`src/rtl/salamander_pkg.sv`:
```
// rtl/salamander_pkg.sv - shared opcode, state and instruction types for the control unit
//
// Contents:
//   op_code_t   4-bit instruction opcodes (ALU ops 0..A, ST, control ops C..F)
//   cu_state_t  sequencer states FETCH/DECODE/EXECUTE/HALT
//   instr_t     packed instruction word {opcode, operand}
//   is_alu_op   opcode writes the accumulator (ADD..SHR, LD)
//   updates_carry  opcode loads carry_flag from the ALU
package salamander_pkg;

  localparam int CU_ADDR_WIDTH = 4;

  typedef enum logic [3:0] {
    OP_ADD = 4'h0,
    OP_SUB = 4'h1,
    OP_INC = 4'h2,
    OP_DEC = 4'h3,
    OP_AND = 4'h4,
    OP_OR  = 4'h5,
    OP_XOR = 4'h6,
    OP_NOT = 4'h7,
    OP_SHL = 4'h8,
    OP_SHR = 4'h9,
    OP_LD  = 4'hA,
    OP_ST  = 4'hB,
    OP_HLT = 4'hC,
    OP_JMP = 4'hD,
    OP_RTN = 4'hE,
    OP_NOP = 4'hF
  } op_code_t;

  typedef enum logic [1:0] {
    CU_FETCH   = 2'd0,
    CU_DECODE  = 2'd1,
    CU_EXECUTE = 2'd2,
    CU_HALT    = 2'd3
  } cu_state_t;

  typedef struct packed {
    op_code_t                 opcode;
    logic [CU_ADDR_WIDTH-1:0] operand;
  } instr_t;

  // Opcodes 0..A all route the ALU result into the accumulator.
  function automatic logic is_alu_op(op_code_t op);
    return op <= OP_LD;
  endfunction

  function automatic logic updates_carry(op_code_t op);
    return op inside {OP_ADD, OP_SUB, OP_INC, OP_DEC, OP_SHL, OP_SHR};
  endfunction

endpackage

```
`src/rtl/control_unit_if.sv`:
```
// rtl/control_unit_if.sv - program ROM, ALU and register-file bus of the control unit
//
// master (control unit): drives prog_addr, alu_ce, alu_op_code, alu_carry_in,
//                        acc_we, rf_addr, rf_we; samples prog_data,
//                        alu_carry_out, alu_op_out
// slave  (ROM/ALU/RF side): the mirror image
interface control_unit_if #(
  parameter int DATA_WIDTH = 8,
  parameter int ADDR_WIDTH = 4
);
  logic [ADDR_WIDTH-1:0] prog_addr;
  logic [ADDR_WIDTH+3:0] prog_data;
  logic                  alu_ce;
  logic [3:0]            alu_op_code;
  logic                  alu_carry_in;
  logic                  alu_carry_out;
  logic [DATA_WIDTH-1:0] alu_op_out;
  logic                  acc_we;
  logic [ADDR_WIDTH-1:0] rf_addr;
  logic                  rf_we;

  modport master (
    output prog_addr, alu_ce, alu_op_code, alu_carry_in, acc_we, rf_addr, rf_we,
    input  prog_data, alu_carry_out, alu_op_out
  );

  modport slave (
    input  prog_addr, alu_ce, alu_op_code, alu_carry_in, acc_we, rf_addr, rf_we,
    output prog_data, alu_carry_out, alu_op_out
  );
endinterface

```
`src/rtl/return_stack.sv`:
```
// rtl/return_stack.sv - small LIFO holding return addresses
//
// Ports: CLK, RST (async, active-high); push/push_data store an entry,
// pop discards the top entry; pop_data shows the current top; full/empty
// report occupancy. A push while full and a pop while empty are ignored.
module return_stack #(
  parameter int DEPTH = 4,
  parameter int WIDTH = 4
) (
  input  logic             CLK,
  input  logic             RST,
  input  logic             push,
  input  logic             pop,
  input  logic [WIDTH-1:0] push_data,
  output logic [WIDTH-1:0] pop_data,
  output logic             full,
  output logic             empty
);
  localparam int CW = $clog2(DEPTH + 1);
  localparam int IW = (DEPTH > 1) ? $clog2(DEPTH) : 1;

  logic [WIDTH-1:0] mem [DEPTH];
  logic [CW-1:0]    count;

  assign full     = (count == CW'(DEPTH));
  assign empty    = (count == '0);
  // Only meaningful when not empty; the caller checks empty first.
  assign pop_data = mem[IW'(count - CW'(1))];

  always_ff @(posedge CLK or posedge RST) begin
    if (RST) begin
      count <= '0;
    end else if (push && !full) begin
      count <= count + CW'(1);
    end else if (pop && !empty) begin
      count <= count - CW'(1);
    end
  end

  always_ff @(posedge CLK) begin
    if (push && !full) begin
      mem[IW'(count)] <= push_data;
    end
  end
endmodule

```
`src/rtl/control_unit.sv`:
```
// rtl/control_unit.sv - fetch/decode/execute sequencer driving the ALU and register file
//
// Ports: CLK, RST (async, active-high); bus (control_unit_if.master) carries
// the ROM address/data, ALU enable/opcode/carry and accumulator/register-file
// strobes; carry_flag/zero_flag are the registered ALU flags; halted is high
// from the HLT execute cycle onward; stack_ovf/stack_unf are sticky
// return-stack errors.
// Optional feature: define CU_RETURN_STACK_EN to make JMP push PC+1 and RTN
// pop it; otherwise RTN is a NOP and the stack flags are tied low.
module control_unit
  import salamander_pkg::*;
#(
  parameter int DATA_WIDTH  = 8,
  parameter int ADDR_WIDTH  = 4,
  parameter int STACK_DEPTH = 4
) (
  input  logic                 CLK,
  input  logic                 RST,
  control_unit_if.master       bus,
  output logic                 carry_flag,
  output logic                 zero_flag,
  output logic                 halted,
  output logic                 stack_ovf,
  output logic                 stack_unf
);
  localparam logic [1:0] S_FETCH   = CU_FETCH;
  localparam logic [1:0] S_DECODE  = CU_DECODE;
  localparam logic [1:0] S_EXECUTE = CU_EXECUTE;
  localparam logic [1:0] S_HALT    = CU_HALT;

  if (STACK_DEPTH < 1) begin : g_bad_depth
    $error("control_unit: STACK_DEPTH must be at least 1");
  end

  logic [1:0]            state;
  logic [ADDR_WIDTH-1:0] pc;
  logic [ADDR_WIDTH-1:0] pc_inc;
  logic [ADDR_WIDTH-1:0] pc_next;
  op_code_t              ir_opcode;
  logic [ADDR_WIDTH-1:0] ir_operand;
  logic                  exec;

  assign exec   = (state == S_EXECUTE);
  assign pc_inc = pc + ADDR_WIDTH'(1);

  // Strobes are decoded from state, so an async reset kills them at once.
  assign bus.prog_addr    = pc;
  assign bus.alu_op_code  = ir_opcode;
  assign bus.rf_addr      = ir_operand;
  assign bus.alu_carry_in = carry_flag;
  assign bus.acc_we       = exec && is_alu_op(ir_opcode);
  assign bus.rf_we        = exec && (ir_opcode == OP_ST);
  assign bus.alu_ce       = bus.acc_we || bus.rf_we;
  // Reported already in the HLT execute cycle, not only once in HALT.
  assign halted           = (state == S_HALT) || (exec && (ir_opcode == OP_HLT));

`ifdef CU_RETURN_STACK_EN
  logic                  push;
  logic                  pop;
  logic                  stk_full;
  logic                  stk_empty;
  logic [ADDR_WIDTH-1:0] stk_top;

  assign push = exec && (ir_opcode == OP_JMP);
  assign pop  = exec && (ir_opcode == OP_RTN);

  return_stack #(
    .DEPTH (STACK_DEPTH),
    .WIDTH (ADDR_WIDTH)
  ) u_return_stack (
    .CLK       (CLK),
    .RST       (RST),
    .push      (push),
    .pop       (pop),
    .push_data (pc_inc),
    .pop_data  (stk_top),
    .full      (stk_full),
    .empty     (stk_empty)
  );

  always_ff @(posedge CLK or posedge RST) begin
    if (RST) begin
      stack_ovf <= 1'b0;
      stack_unf <= 1'b0;
    end else begin
      if (push && stk_full) stack_ovf <= 1'b1;
      if (pop && stk_empty) stack_unf <= 1'b1;
    end
  end
`else
  assign stack_ovf = 1'b0;
  assign stack_unf = 1'b0;
`endif

  always_comb begin
    pc_next = pc_inc;
    case (ir_opcode)
      OP_HLT: pc_next = pc;
      OP_JMP: pc_next = ir_operand;
`ifdef CU_RETURN_STACK_EN
      OP_RTN: pc_next = stk_empty ? pc_inc : stk_top;
`endif
      default: pc_next = pc_inc;
    endcase
  end

  always_ff @(posedge CLK or posedge RST) begin
    if (RST) begin
      state      <= S_FETCH;
      pc         <= '0;
      ir_opcode  <= OP_NOP;
      ir_operand <= '0;
      carry_flag <= 1'b0;
      zero_flag  <= 1'b0;
    end else begin
      case (state)
        S_FETCH: state <= S_DECODE;
        S_DECODE: begin
          ir_opcode  <= op_code_t'(bus.prog_data[ADDR_WIDTH+3 -: 4]);
          ir_operand <= bus.prog_data[ADDR_WIDTH-1:0];
          state      <= S_EXECUTE;
        end
        S_EXECUTE: begin
          pc <= pc_next;
          if (is_alu_op(ir_opcode)) zero_flag <= (bus.alu_op_out == DATA_WIDTH'(0));
          if (updates_carry(ir_opcode)) carry_flag <= bus.alu_carry_out;
          state <= (ir_opcode == OP_HLT) ? S_HALT : S_FETCH;
        end
        default: state <= S_HALT;
      endcase
    end
  end
endmodule

```
`src/flat_wrapper.sv`:
```
// flat-port wrapper written by rule: the top's interface ports become plain ports
module control_unit_flat import salamander_pkg::*;
#(
  parameter int DATA_WIDTH  = 8,
  parameter int ADDR_WIDTH  = 4,
  parameter int STACK_DEPTH = 4
)
  (CLK, RST, carry_flag, zero_flag, halted, stack_ovf, stack_unf, bus_prog_addr, bus_alu_ce, bus_alu_op_code, bus_alu_carry_in, bus_acc_we, bus_rf_addr, bus_rf_we, bus_prog_data, bus_alu_carry_out, bus_alu_op_out);
  control_unit_if #(.DATA_WIDTH(DATA_WIDTH), .ADDR_WIDTH(ADDR_WIDTH)) bus_i ();
  input  logic CLK;
  input  logic RST;
  output logic carry_flag;
  output logic zero_flag;
  output logic halted;
  output logic stack_ovf;
  output logic stack_unf;
  output wire logic [$bits(bus_i.prog_addr)-1:0] bus_prog_addr;
  output wire logic [$bits(bus_i.alu_ce)-1:0] bus_alu_ce;
  output wire logic [$bits(bus_i.alu_op_code)-1:0] bus_alu_op_code;
  output wire logic [$bits(bus_i.alu_carry_in)-1:0] bus_alu_carry_in;
  output wire logic [$bits(bus_i.acc_we)-1:0] bus_acc_we;
  output wire logic [$bits(bus_i.rf_addr)-1:0] bus_rf_addr;
  output wire logic [$bits(bus_i.rf_we)-1:0] bus_rf_we;
  input wire logic [$bits(bus_i.prog_data)-1:0] bus_prog_data;
  input wire logic [$bits(bus_i.alu_carry_out)-1:0] bus_alu_carry_out;
  input wire logic [$bits(bus_i.alu_op_out)-1:0] bus_alu_op_out;
  assign bus_prog_addr = bus_i.prog_addr;
  assign bus_alu_ce = bus_i.alu_ce;
  assign bus_alu_op_code = bus_i.alu_op_code;
  assign bus_alu_carry_in = bus_i.alu_carry_in;
  assign bus_acc_we = bus_i.acc_we;
  assign bus_rf_addr = bus_i.rf_addr;
  assign bus_rf_we = bus_i.rf_we;
  assign bus_i.prog_data = bus_prog_data;
  assign bus_i.alu_carry_out = bus_alu_carry_out;
  assign bus_i.alu_op_out = bus_alu_op_out;
  control_unit #(.DATA_WIDTH(DATA_WIDTH), .ADDR_WIDTH(ADDR_WIDTH), .STACK_DEPTH(STACK_DEPTH)) u_core (.CLK(CLK), .RST(RST), .bus(bus_i), .carry_flag(carry_flag), .zero_flag(zero_flag), .halted(halted), .stack_ovf(stack_ovf), .stack_unf(stack_unf));
endmodule
```
`config.mk`:
```
export PLATFORM = sky130hd
export DESIGN_NAME = control_unit_flat
export DESIGN_NICKNAME = d
export VERILOG_FILES = /design/src/rtl/salamander_pkg.sv /design/src/rtl/control_unit_if.sv /design/src/rtl/return_stack.sv /design/src/rtl/control_unit.sv /design/src/flat_wrapper.sv
export SDC_FILE = /design/constraint.sdc
export NUM_CORES = 1
export LEC_CHECK = 0
export ABC_AREA = 1
export CAP_MARGIN = 15
export CORE_MARGIN = 3
export CORE_UTILIZATION = 45
export CTS_BUF_LIST = sky130_fd_sc_hd__clkbuf_8
export DETAILED_ROUTE_END_ITERATION = 8
export GPL_ROUTABILITY_DRIVEN = 0
export HOLD_SLACK_MARGIN = 0.12
export PLACE_DENSITY = 0.94
export SETUP_SLACK_MARGIN = 0.05
export SLEW_MARGIN = 5
export SYNTH_ARGS = -nofsm -noshare
export SYNTH_HDL_FRONTEND = slang
export SYNTH_HIERARCHICAL = 1
export SYNTH_SLANG_ARGS = --single-unit
```
`constraint.sdc`:
```
create_clock -name CLK -period 2.8 [get_ports CLK]
set_input_delay 0.42 -clock CLK [delete_from_list [all_inputs] [get_ports CLK]]
set_output_delay 0.42 -clock CLK [all_outputs]
set_load 0.005 [all_outputs]
```
==> results.json <==
{
  "status": "finished, final reports clean",
  "synthTopCellsByArea": "dfrtp_1, nand2_1, dfstp_2, inv_1, nand4_1",
  "yosysTopAreaCell": "dfrtp_1",
  "seqPwrFrac_pct": 34.1,
  "period_share_pct": 77.88,
  "root_buffer": "clkbuf_8",
  "vias": 849,
  "min_from": "u_core/state[0]",
  "tightestPinTransition_ns": 0.5904,
  "diodes": 0,
  "worst-r2r-cell-count": 7,
  "start_util_pct": 49.01,
  "clk_pin_slew_ns": 0.06,
  "p_int_uw": 843.2,
  "vias_per_cell": 4.797,
  "post-route-util_pct": 73.83,
  "io_pins": 40,
  "hp-class": "reg2reg",
  "grt_max_degree": 17,
  "slew_violations": 0,
  "grt_pass1_vias": 807,
  "wl_per_cell_um": 12.23,
  "tns_ns": 0,
  "layout-drive-gt1-share_pct": 12.50,
  "post-dp-hpwl_mm": 1.663,
  "setup_viol": 0,
  "layout.nets": 173,
  "crit-reg2reg-launch": "u_core/bus.alu_op_code[2]",
  "ys_seq_elements": 16,
  "design.core.area_sq_um": 1764,
  "fp.dieArea_sq_um": 2483,
  "netlist.area_leader.share_pct": 34.73,
  "cellPowerDensity_nw_per_um2": 1061,
  "grt-ovfl-total": 0,
  "drc": 0,
  "required_ns": 2.38,
  "port_buffers": 37,
  "ir_drop_mv": 0.7309,
  "cts.sink_count": 16,
  "place_ws_ns": 0.8776,
  "yosysSeqAreaShare_pct": 46.89,
  "syn_area_sq_um": 864.6,
  "worstSkewPairLatency_ns": 0.25,
  "numCtsBuffers": 3,
  "cts_hold_buf": 0,
  "slew_headroom_pct": 60.59,
  "start_kind": "flop",
  "die_h_um": 49.83,
  "critical_path_arrival_ns": 1.76,
  "grt_antenna_before_repair": 0,
  "timing.final.ws_setup_ns": 0.6194,
  "ant_nets": 0,
  "yosysWarnings": 6,
  "drt_iter0_markers": 21,
  "max-cap-violations": 0,
  "netSwitchingFraction_pct": 38.99,
  "cp-startpoint": "u_core/bus.alu_op_code[0]",
  "fmax_mhz": 458.6,
  "final_common_cell": "nand2_1",
  "p_leak_uw": 0.0006269,
  "end_kind": "primary output",
  "synthCells": 113,
  "drtPass1Iterations": 4,
  "power_frac_comb_pct": 51.0,
  "cts_buffer_depth": 2,
  "num_rows": 15,
  "wl_mm": 2.164,
  "skew_ns": 0.002603,
  "period_needed_ns": 2.181,
  "path_max_fanout": 8,
  "mostFrequentLayoutCells": "nand2_1, clkdlybuf4s50_1, inv_1, dfrtp_1, nor2_1",
  "dieWidth_um": 49.83,
  "finalHoldViolations": 0,
  "power.share.clock_pct": 14.9,
  "grt_pass1_wl_mm": 3.719,
  "hold_depth": 2,
  "net-switching-power_uw": 538.8,
  "post_cts_resized": 0,
  "htree_levels": 1,
  "avgSynthCellArea_sq_um": 7.651,
  "rsz0062_at_grt": "false",
  "cts_tree": "done",
  "crit_type": "reg2out",
  "syn2layout_area_growth_pct": 50.65,
  "yosysUniqueCellTypes": 21,
  "grt.total_usage_pct": 20.27,
  "postCtsSetupBuffers": 0
}
## metrics by stage
| stage | std cells | cell area, sq um | hold WS [ns] | total power (uW) |
|---|---|---|---|---|
| after floorplan | 114 | 868.3 | 0.3309 | 834.1 |
| after global placement | 173 | 1247 | 0.4635 | 1149 |
| after detailed placement | 173 | 1247 | 0.4851 | 1178 |
| after CTS | 177 | 1303 | 0.4985 | 1392 |
| after global routing | 177 | 1303 | 0.5226 | 1492 |
| final | 177 | 1303 | 0.4895 | 1382 |
## power groups by stage
stage	sequential, uW	combinational (uW)	clock [uW]
floorplan	464	370	0
global placement	467	682	0
detailed placement	474	703	0
CTS	471	710	211
global route	491	779	222
finish	472	705	206
## cells in the mapped netlist (all sizes together)
cell type and count:
dfrtp 12, o21ai 6, nand2 48, nand3 4, nor2 10, buf 4, nor4 1, inv 14
nand4 6, nor3 1, ha 1, dfstp 4, conb 1, a21oi 1
## worst paths after layout
path	to	slack, ns
setup / recovery	bus_rf_we	0.62
hold / removal	u_core/state[1]	0.49
setup reg to reg	u_core/bus.prog_addr[1]	1.57
hold reg to reg	u_core/state[1]	0.49
max in group asynchronous	u_core/bus.prog_addr[3]	1.88
min in group asynchronous	u_core/zero_flag	0.53
## final cells by class
cell class,instances,area [sq um]
sequential,16,405.4
tap,25,31.28
clock buffer,4,55.05
timing repair buffer,38,377.9
multi-input combinational,80,375.4
inverter,14,57.56
fill,142,461.7
## per-layer routing
layer	track usage [%]	wire, um
met5	0	0
met4	11.06	51
met3	3.927	97
met2	33.04	1114
met1	25.00	901
## worst max-delay path: stages (launching register included)
cell	delay [ns]
dfstp_2	0.60
inv_1	0.10
nor4_1	0.26
clkdlybuf4s50_1	0.55
## kinds of logic after synthesis
group / count (synthesis) / share of synthesized area [%]
buf+inv: 18 / 10.13
simple gates: 70 / 36.61
compound gates: 7 / 4.485
fa+ha+maj: 1 / 1.447
flops: 16 / 46.89
other cells: 1 / 0.4337
## state kept, by name, indices dropped and copies added (netlist names)
name / count
u_core/bus.alu_op_code: 4
u_core/bus.prog_addr: 4
u_core/bus.rf_addr: 4
u_core/state: 2
u_core/bus.alu_carry_in: 1
u_core/zero_flag: 1
(Power assumes the default switching activity.)
